### src/rtl/i2s_frame_serializer.sv
`default_nettype none
// i2s_frame_serializer: mclk frame counter, per-frame sample latch and Philips I2S serializer.
// Revision 1.0 - initial release.

module i2s_frame_serializer #(
  parameter int SAMPLE_BITS   = 16,
  parameter int UNDERRUN_BITS = 16
) (
  input  logic                     mclk,
  input  logic                     rst,
  output logic [7:0]               m_sample_index,
  input  logic [SAMPLE_BITS-1:0]   p_sample_buffer,
  input  logic                     valid,
  input  logic                     mute,
  input  logic                     underrun_clr,
  output logic                     frame_tick,
  output logic                     bclk,
  output logic                     lrclk,
  output logic                     sdata,
  output logic [UNDERRUN_BITS-1:0] underrun_count
);

  localparam logic [4:0]               c_SB     = 5'(SAMPLE_BITS);
  localparam logic [UNDERRUN_BITS-1:0] c_UR_MAX = '1;
  localparam logic [UNDERRUN_BITS-1:0] c_UR_ONE = UNDERRUN_BITS'(1);

  logic [7:0]               r_idx;
  logic                     r_tick;
  logic                     r_bclk;
  logic                     r_lrclk;
  logic                     r_sdata;
  logic [SAMPLE_BITS-1:0]   r_hold;
  logic [UNDERRUN_BITS-1:0] r_underrun;

  logic [7:0]  w_idx_nxt;
  logic        w_latch;
  logic [4:0]  w_slot;
  logic        w_in_word;
  logic [4:0]  w_bit_pos;
  logic [31:0] w_hold32;
  logic        w_sdata_nxt;

  // Every output is derived from the next counter value so each is a clean flop output.
  assign w_idx_nxt   = r_idx + 8'd1;
  assign w_latch     = (r_idx == 8'hFF);
  assign w_slot      = w_idx_nxt[6:2];
  assign w_in_word   = (w_slot != 5'd0) && (w_slot <= c_SB);
  assign w_bit_pos   = c_SB - w_slot;
  assign w_hold32    = {{(32-SAMPLE_BITS){1'b0}}, r_hold};
  assign w_sdata_nxt = w_in_word & w_hold32[w_bit_pos];

  always_ff @(posedge mclk or negedge rst) begin
    if (!rst) begin
      r_idx   <= 8'd0;
      r_tick  <= 1'b1;
      r_bclk  <= 1'b0;
      r_lrclk <= 1'b0;
      r_sdata <= 1'b0;
    end else begin
      r_idx   <= w_idx_nxt;
      r_tick  <= (w_idx_nxt == 8'd0);
      r_bclk  <= w_idx_nxt[1];
      r_lrclk <= w_idx_nxt[7];
      r_sdata <= w_sdata_nxt;
    end
  end

  // The hold register only changes on the wrap edge, so slot 0 of the new frame hides the update.
  always_ff @(posedge mclk or negedge rst) begin
    if (!rst) begin
      r_hold <= '0;
    end else if (w_latch) begin
      r_hold <= (mute || !valid) ? '0 : p_sample_buffer;
    end
  end

  always_ff @(posedge mclk or negedge rst) begin
    if (!rst) begin
      r_underrun <= '0;
    end else if (underrun_clr) begin
      r_underrun <= '0;
    end else if (w_latch && !valid && !mute && (r_underrun != c_UR_MAX)) begin
      r_underrun <= r_underrun + c_UR_ONE;
    end
  end

  assign m_sample_index = r_idx;
  assign frame_tick     = r_tick;
  assign bclk           = r_bclk;
  assign lrclk          = r_lrclk;
  assign sdata          = r_sdata;
  assign underrun_count = r_underrun;

endmodule

`default_nettype wire

### config.mk
export PLATFORM = sky130hd
export DESIGN_NAME = i2s_frame_serializer
export DESIGN_NICKNAME = d
export VERILOG_FILES = /design/src/rtl/i2s_frame_serializer.sv
export SDC_FILE = /design/constraint.sdc
export NUM_CORES = 1
export LEC_CHECK = 0
export ABC_AREA = 1
export ABC_CLOCK_PERIOD_IN_PS = 2280
export CAP_MARGIN = 30
export CORE_MARGIN = 2
export CORE_UTILIZATION = 45
export DETAILED_ROUTE_END_ITERATION = 6
export PLACE_DENSITY = 0.71
export SYNTH_ARGS = -nofsm -noshare
export SYNTH_HDL_FRONTEND = slang
export SYNTH_SLANG_ARGS = --single-unit
export TNS_END_PERCENT = 5
### constraint.sdc
create_clock -name mclk -period 2.28 [get_ports mclk]
set_input_delay 0.456 -clock mclk [delete_from_list [all_inputs] [get_ports mclk]]
set_output_delay 0.456 -clock mclk [all_outputs]
set_load 0.03 [all_outputs]
---- Yosys cells after proc, flatten, opt, wreduce, memory -nomap -nowiden ----
Index checks and enable logic that the tools add are counted.
storage, ports and cells
  flip-flop bits (word level) ............. 44
  logic and storage cells ................. 30
  bits of input ports ..................... 21
  output and inout bits ................... 28
operators by class
  muxes and demuxes ....................... 5
  add/subtract/negate cells ............... 3
  magnitude comparators ................... 2
  reductions and logical operators ........ 10
  equality and inequality tests ........... 2
  bitwise gates (word level) .............. 1
operators with widths
  cell                   number
  $mux 16                3
  $add 16x1->16 const B  1
  $ne 16x16->1 const B   1
  $add 8x1->8 const B    1
  $eq 8x8->1 const B     1
  $logic_not 8->1        1
  $lt 5x6->1 const B     1
  $bmux 1 s5             1
  $le 5x5->1 const B     1
  $reduce_bool 5->1      1
  $sub 5x5->5 const A    1
  $logic_and 1x1->1      4
  $logic_not 1->1        2
  $reduce_bool 2->1      1
  $and 1x1->1            1
  $logic_or 1x1->1       1
  $mux 1                 1

---- Depth between registers and ports, before layout ----
  word-level depth ........................ 6
  mapped depth ............................ 15

---- Worst setup path after synthesis ----
No wires, ideal clock.
  kind .................................... reg2reg
  start ................................... register r_idx[1], in the netlist m_sample_index[1]
  end ..................................... register r_sdata, in the netlist sdata
  cell stages (with the launch flop) ...... 15
  library setup time ...................... 0.114 ns
  path slack .............................. 0.156 ns
  path buffers ............................ 1
  arrival ................................. 2.010 ns
  path through ............................ dfrtp_1 -> ha_1 -> inv_1 -> nand2_2 -> nand2_1 -> buf_2 -> ha_1 -> inv_1 -> nand3_1 -> nand2_1 -> nand2_1 -> nand2_1 -> nand2_1 -> nand2_1 -> nor2_1
on the way
  word-level cells in the longest chain between the ends .. 5
  elaborated cells on any way between the ends .. 8
  classes of those cells .................. 2 x add/sub; 1 x order compare; 2 x mux; 1 x bitwise; 2 x reduce/logical
RTL lines
  what                          RTL line  text
  start: declaration            27        logic [7:0] r_idx;
  start signal: assignment      60        r_idx <= w_idx_nxt;
  $add 8x1->8 *                 44        assign w_idx_nxt = r_idx + 8'd1;
  $sub 5x5->5                   48        assign w_bit_pos = c_SB - w_slot;
  $bmux 1 s5                    50        assign w_sdata_nxt = w_in_word & w_hold32[w_bit_pos];
  $mux 1 (implied by the code)  50
  $and 1x1->1 *                 50
  named net w_sdata_nxt         41        logic w_sdata_nxt;
  end signal: assignment        64        r_sdata <= w_sdata_nxt;
  end: declaration              31        logic r_sdata;
The timed path passes the listed nets; every way through them passes the cells marked *. The select of a mux whose other input is x is not followed.
A chain may end at the register's enable or synchronous reset.

---- Worst setup path in the final report ----
  start ................................... register r_idx[0], in the netlist m_sample_index[0]
  end ..................................... register r_sdata, in the netlist sdata
Same word-level chain as after synthesis.

==> impl_metrics.env <==
export IMPL_die_h_um=77.47
export IMPL_synth_adder_area_share=0.02061
export IMPL_crit_arrival_ns=2.21
export IMPL_cts_resized_gates=0
export IMPL_cts_root_buffer="clkbuf_8"
export IMPL_finalMaxSlewViolations=0
export IMPL_tightestPinTransition_ns=0.3978
export IMPL_reg2reg_to="sdata$_DFF_PN0_"
export IMPL_cp_startpoint="m_sample_index[0]$_DFF_PN0_"
export IMPL_drive_above_1_share=0.1000
export IMPL_synth_top_family_by_area="simple AND/OR/NAND/NOR gates"
export IMPL_num_rows=26
export IMPL_cts_hold_buf=0
export IMPL_crit_path_end="sdata$_DFF_PN0_"
export IMPL_drv_cap=0
export IMPL_clock_skew_ns=0.006899
export IMPL_yosys_area_top_type="dfrtp_1"
export IMPL_yosysTopAreaCellShare=0.4225
export IMPL_fillCellCount=474
export IMPL_start_util=0.4695
export IMPL_grt_pass1_wl_mm=9.756
export IMPL_cts_buffers=5
export IMPL_routedWlPerCell_um=12.52
export IMPL_grt_usage=0.2036
export IMPL_start_kind="register"
export IMPL_routed_wl_mm=5.636
export IMPL_crit_required_ns=2.47
export IMPL_p_comb_frac=0.057
export IMPL_end_kind="register"
export IMPL_antenna_found_initial=0
export IMPL_synth_xor_area_frac=0.03246
export IMPL_synthMuxAreaShare=0
export IMPL_rsz0062_at_grt="no"
export IMPL_grt_overflow=0
export IMPL_diodes=0
export IMPL_netlist_area_mm2=0.002429
export IMPL_fp_coreArea_mm2=0.005172
export IMPL_finalHoldViolations=0
export IMPL_grt_pass1_vias=2122
export IMPL_fmax_mhz=497.2
export IMPL_firstDrtPassIters=5
export IMPL_internal_power_w=0.001088
export IMPL_dieWidth_um=77.47
export IMPL_multi_input_area_mm2=0.001200
export IMPL_critPathMostFrequentCell="nand2_1"
export IMPL_seq_power_share=0.539
export IMPL_die_area_mm2=0.006001
export IMPL_clk_latency_ns=0.30
export IMPL_cts_tree="yes"
export IMPL_cp_cell_sequence="ha_1, inv_1, nand2_2, nand2_1, ha_1, inv_1, nand3_1, nand2_1, nand2_1, nand2_1, nand2_1, inv_1, nor2_1"
export IMPL_timing_final_crit_share=0.8821
export IMPL_setup_viol=0
export IMPL_yosys_top_cells_area="dfrtp_1 (42%), nand2_1 (18%), nand3_1 (7.6%)"
export IMPL_slew_headroom=0.7327
export IMPL_rrSetupSlack_ns=0.27
export IMPL_slowest_stage="dfrtp_1"
export IMPL_ys_ff_latch=42
export IMPL_vias=2218
export IMPL_place_port_buffers=48
export IMPL_r2r_start="m_sample_index[0]$_DFF_PN0_"
export IMPL_finalSetupTns_ns=0
export IMPL_yosysSeqAreaShare=0.4333
export IMPL_syn_to_final_growth_pct=27.56
export IMPL_hold_class="in -> async"
export IMPL_pre_cts_slack_ns=0.2939
export IMPL_ys_types=30
export IMPL_ios=49
export IMPL_drc=0
export IMPL_power_density_mw_per_mm2=446.1
export IMPL_nNetsFinal=404
export IMPL_grt_max_degree=33
export IMPL_worst_slack_ns=0.2688
export IMPL_p_clk_frac=0.405
export IMPL_cts_sinks=42
export IMPL_hpwl_mm=4.218
export IMPL_initialDrtViolationCount=188
export IMPL_synth_compound_area_frac=0.06543
export IMPL_via_per_inst=4.929
export IMPL_path_clk_slew_ns=0.08
export IMPL_synth_simple_gate_area_frac=0.3756
export IMPL_clockBufferDepth=2
export IMPL_area_sequential_mm2=0.001052
export IMPL_swShare=0.2127
export IMPL_gp_congestion=0.9346
export IMPL_p_leak_nw=1.499
export IMPL_crit_fanout=9
export IMPL_path_class="reg -> reg"
export IMPL_ant_nets=0
export IMPL_postSynthCellCount=328
export IMPL_syn_area_per_cell_um2=7.404
export IMPL_synth_nets=353
export IMPL_status="completed"
export IMPL_htreeDepth=2
export IMPL_power_switching_w=0.0002939
export IMPL_cts_setup_buffers=0
export IMPL_ys_warn_count=0
export IMPL_period_needed_ns=2.011
export IMPL_reg2regPathDepth=13
export IMPL_cpPeakStageDelay_ns=0.46
export IMPL_vdd_ir_drop_max_v=0.0003256
==> flip-flops by register name (all words and copies together), names as in the netlist <==
signal / count
sdata: 1
r_hold: 16
m_sample_index: 8
underrun_count: 16
frame_tick: 1
==> layout by cell type, fill, tap and decap left out, drive strengths merged, types with 4 or more instances in the layout <==
cell,Yosys,layout
inv,29,29
ha,4,4
clkbuf,5,8
nor3,5,5
nand2,120,120
nor2,28,28
dfrtp,41,41
nand3,38,38
buf,7,9
o21ai,24,24
nand4,13,13
xor2,8,8
clkdlybuf4s50,0,47
==> area by class of cell <==
type | count | share of cell area
Multi-Input combinational cell | 244 | 0.3873
Sequential cell | 42 | 0.3397
Timing Repair Buffer | 56 | 0.1729
Inverter | 30 | 0.03635
Clock buffer | 8 | 0.03554
Tap cell | 70 | 0.02827
==> worst max-delay path: cells and delay by family, from the launching register on <==
family / cells / cell delay (ns)
buffers and inverters: 3 / 0.24
DFF: 1 / 0.46
and+or+nand+nor: 8 / 0.62
adders and majority gates: 2 / 0.56
==> kinds of logic after synthesis <==
logic type | Yosys count
and+or+nand+nor | 205
buffers and inverters | 42
DFF | 42
AOI/OAI and AO/OA | 26
xor gates and xnor gates | 9
adders and majority gates | 4
==> through the flow <==
| step | hold WS (ns) | util | instance area (um2) | instances | total power (W) |
|---|---|---|---|---|---|
| floorplan | 0.1604 | - | 2429 | 328 | 0.0007814 |
| finish | 0.05571 | 0.5989 | 3098 | 450 | 0.001382 |
| global route | 0.06276 | 0.5989 | 3098 | 450 | 0.001448 |
| global placement | 0.3827 | 0.5776 | 2988 | 442 | 0.0008377 |
| detailed placement | 0.3833 | 0.5776 | 2988 | 442 | 0.0008386 |
| CTS | 0.06093 | 0.5989 | 3098 | 450 | 0.001399 |
==> cells in the mapped netlist <==
library cell  count
a31o_2            1
and2_1            1
buf_1             1
buf_2             3
buf_4             2
buf_6             1
clkbuf_1          5
clkinv_1          1
dfrtp_1          41
dfstp_2           1
ha_1              4
inv_1            26
inv_2             3
nand2_1         117
nand2_2           3
nand3_1          37
nand3_2           1
nand4_1          13
nor2_1           23
nor2_2            2
nor2_4            2
nor2_8            1
nor3_1            4
nor3_2            1
o21ai_0          17
o21ai_1           1
o21ai_2           6
o21bai_1          1
xnor2_1           1
xor2_1            8
==> layer usage <==
metal,global-route usage,share of wire,vias to the layer above
met3,0.03837,0.040,6
met5,0,0,-
met2,0.3209,0.45,57
met1,0.2862,0.50,1005
met4,0.05893,0.010,0
li1,-,-,1150
==> worst min path at each step <==
| stage | end | slack, ns | startpoint | cells past startpoint |
|---|---|---|---|---|
| 4_1_cts | underrun_count[4]$_DFFE_PN0P_ | 0.06 | rst | 1 |
| 2_1_floorplan | m_sample_index[0]$_DFF_PN0_ | 0.16 | rst | 0 |
| 3_3_place_gp | underrun_count[1]$_DFFE_PN0P_ | 0.38 | rst | 1 |
| 6_report | underrun_count[4]$_DFFE_PN0P_ | 0.06 | rst | 1 |
| 3_5_place_dp | underrun_count[1]$_DFFE_PN0P_ | 0.38 | rst | 1 |
| 5_1_grt | m_sample_index[1]$_DFF_PN0_ | 0.06 | rst | 1 |
==> power by group through the flow <==
stage	Combinational, W	Sequential (W)	Clock [W]
after detailed placement	0.0000796	0.000759	0
final	0.0000785	0.000744	0.000559
after floorplan	0.0000222	0.000759	0
after global routing	0.0000876	0.000744	0.000616
after CTS	0.0000801	0.000744	0.000575
after global placement	0.0000787	0.000759	0
Note: power is estimated with default switching activity, not from simulation.
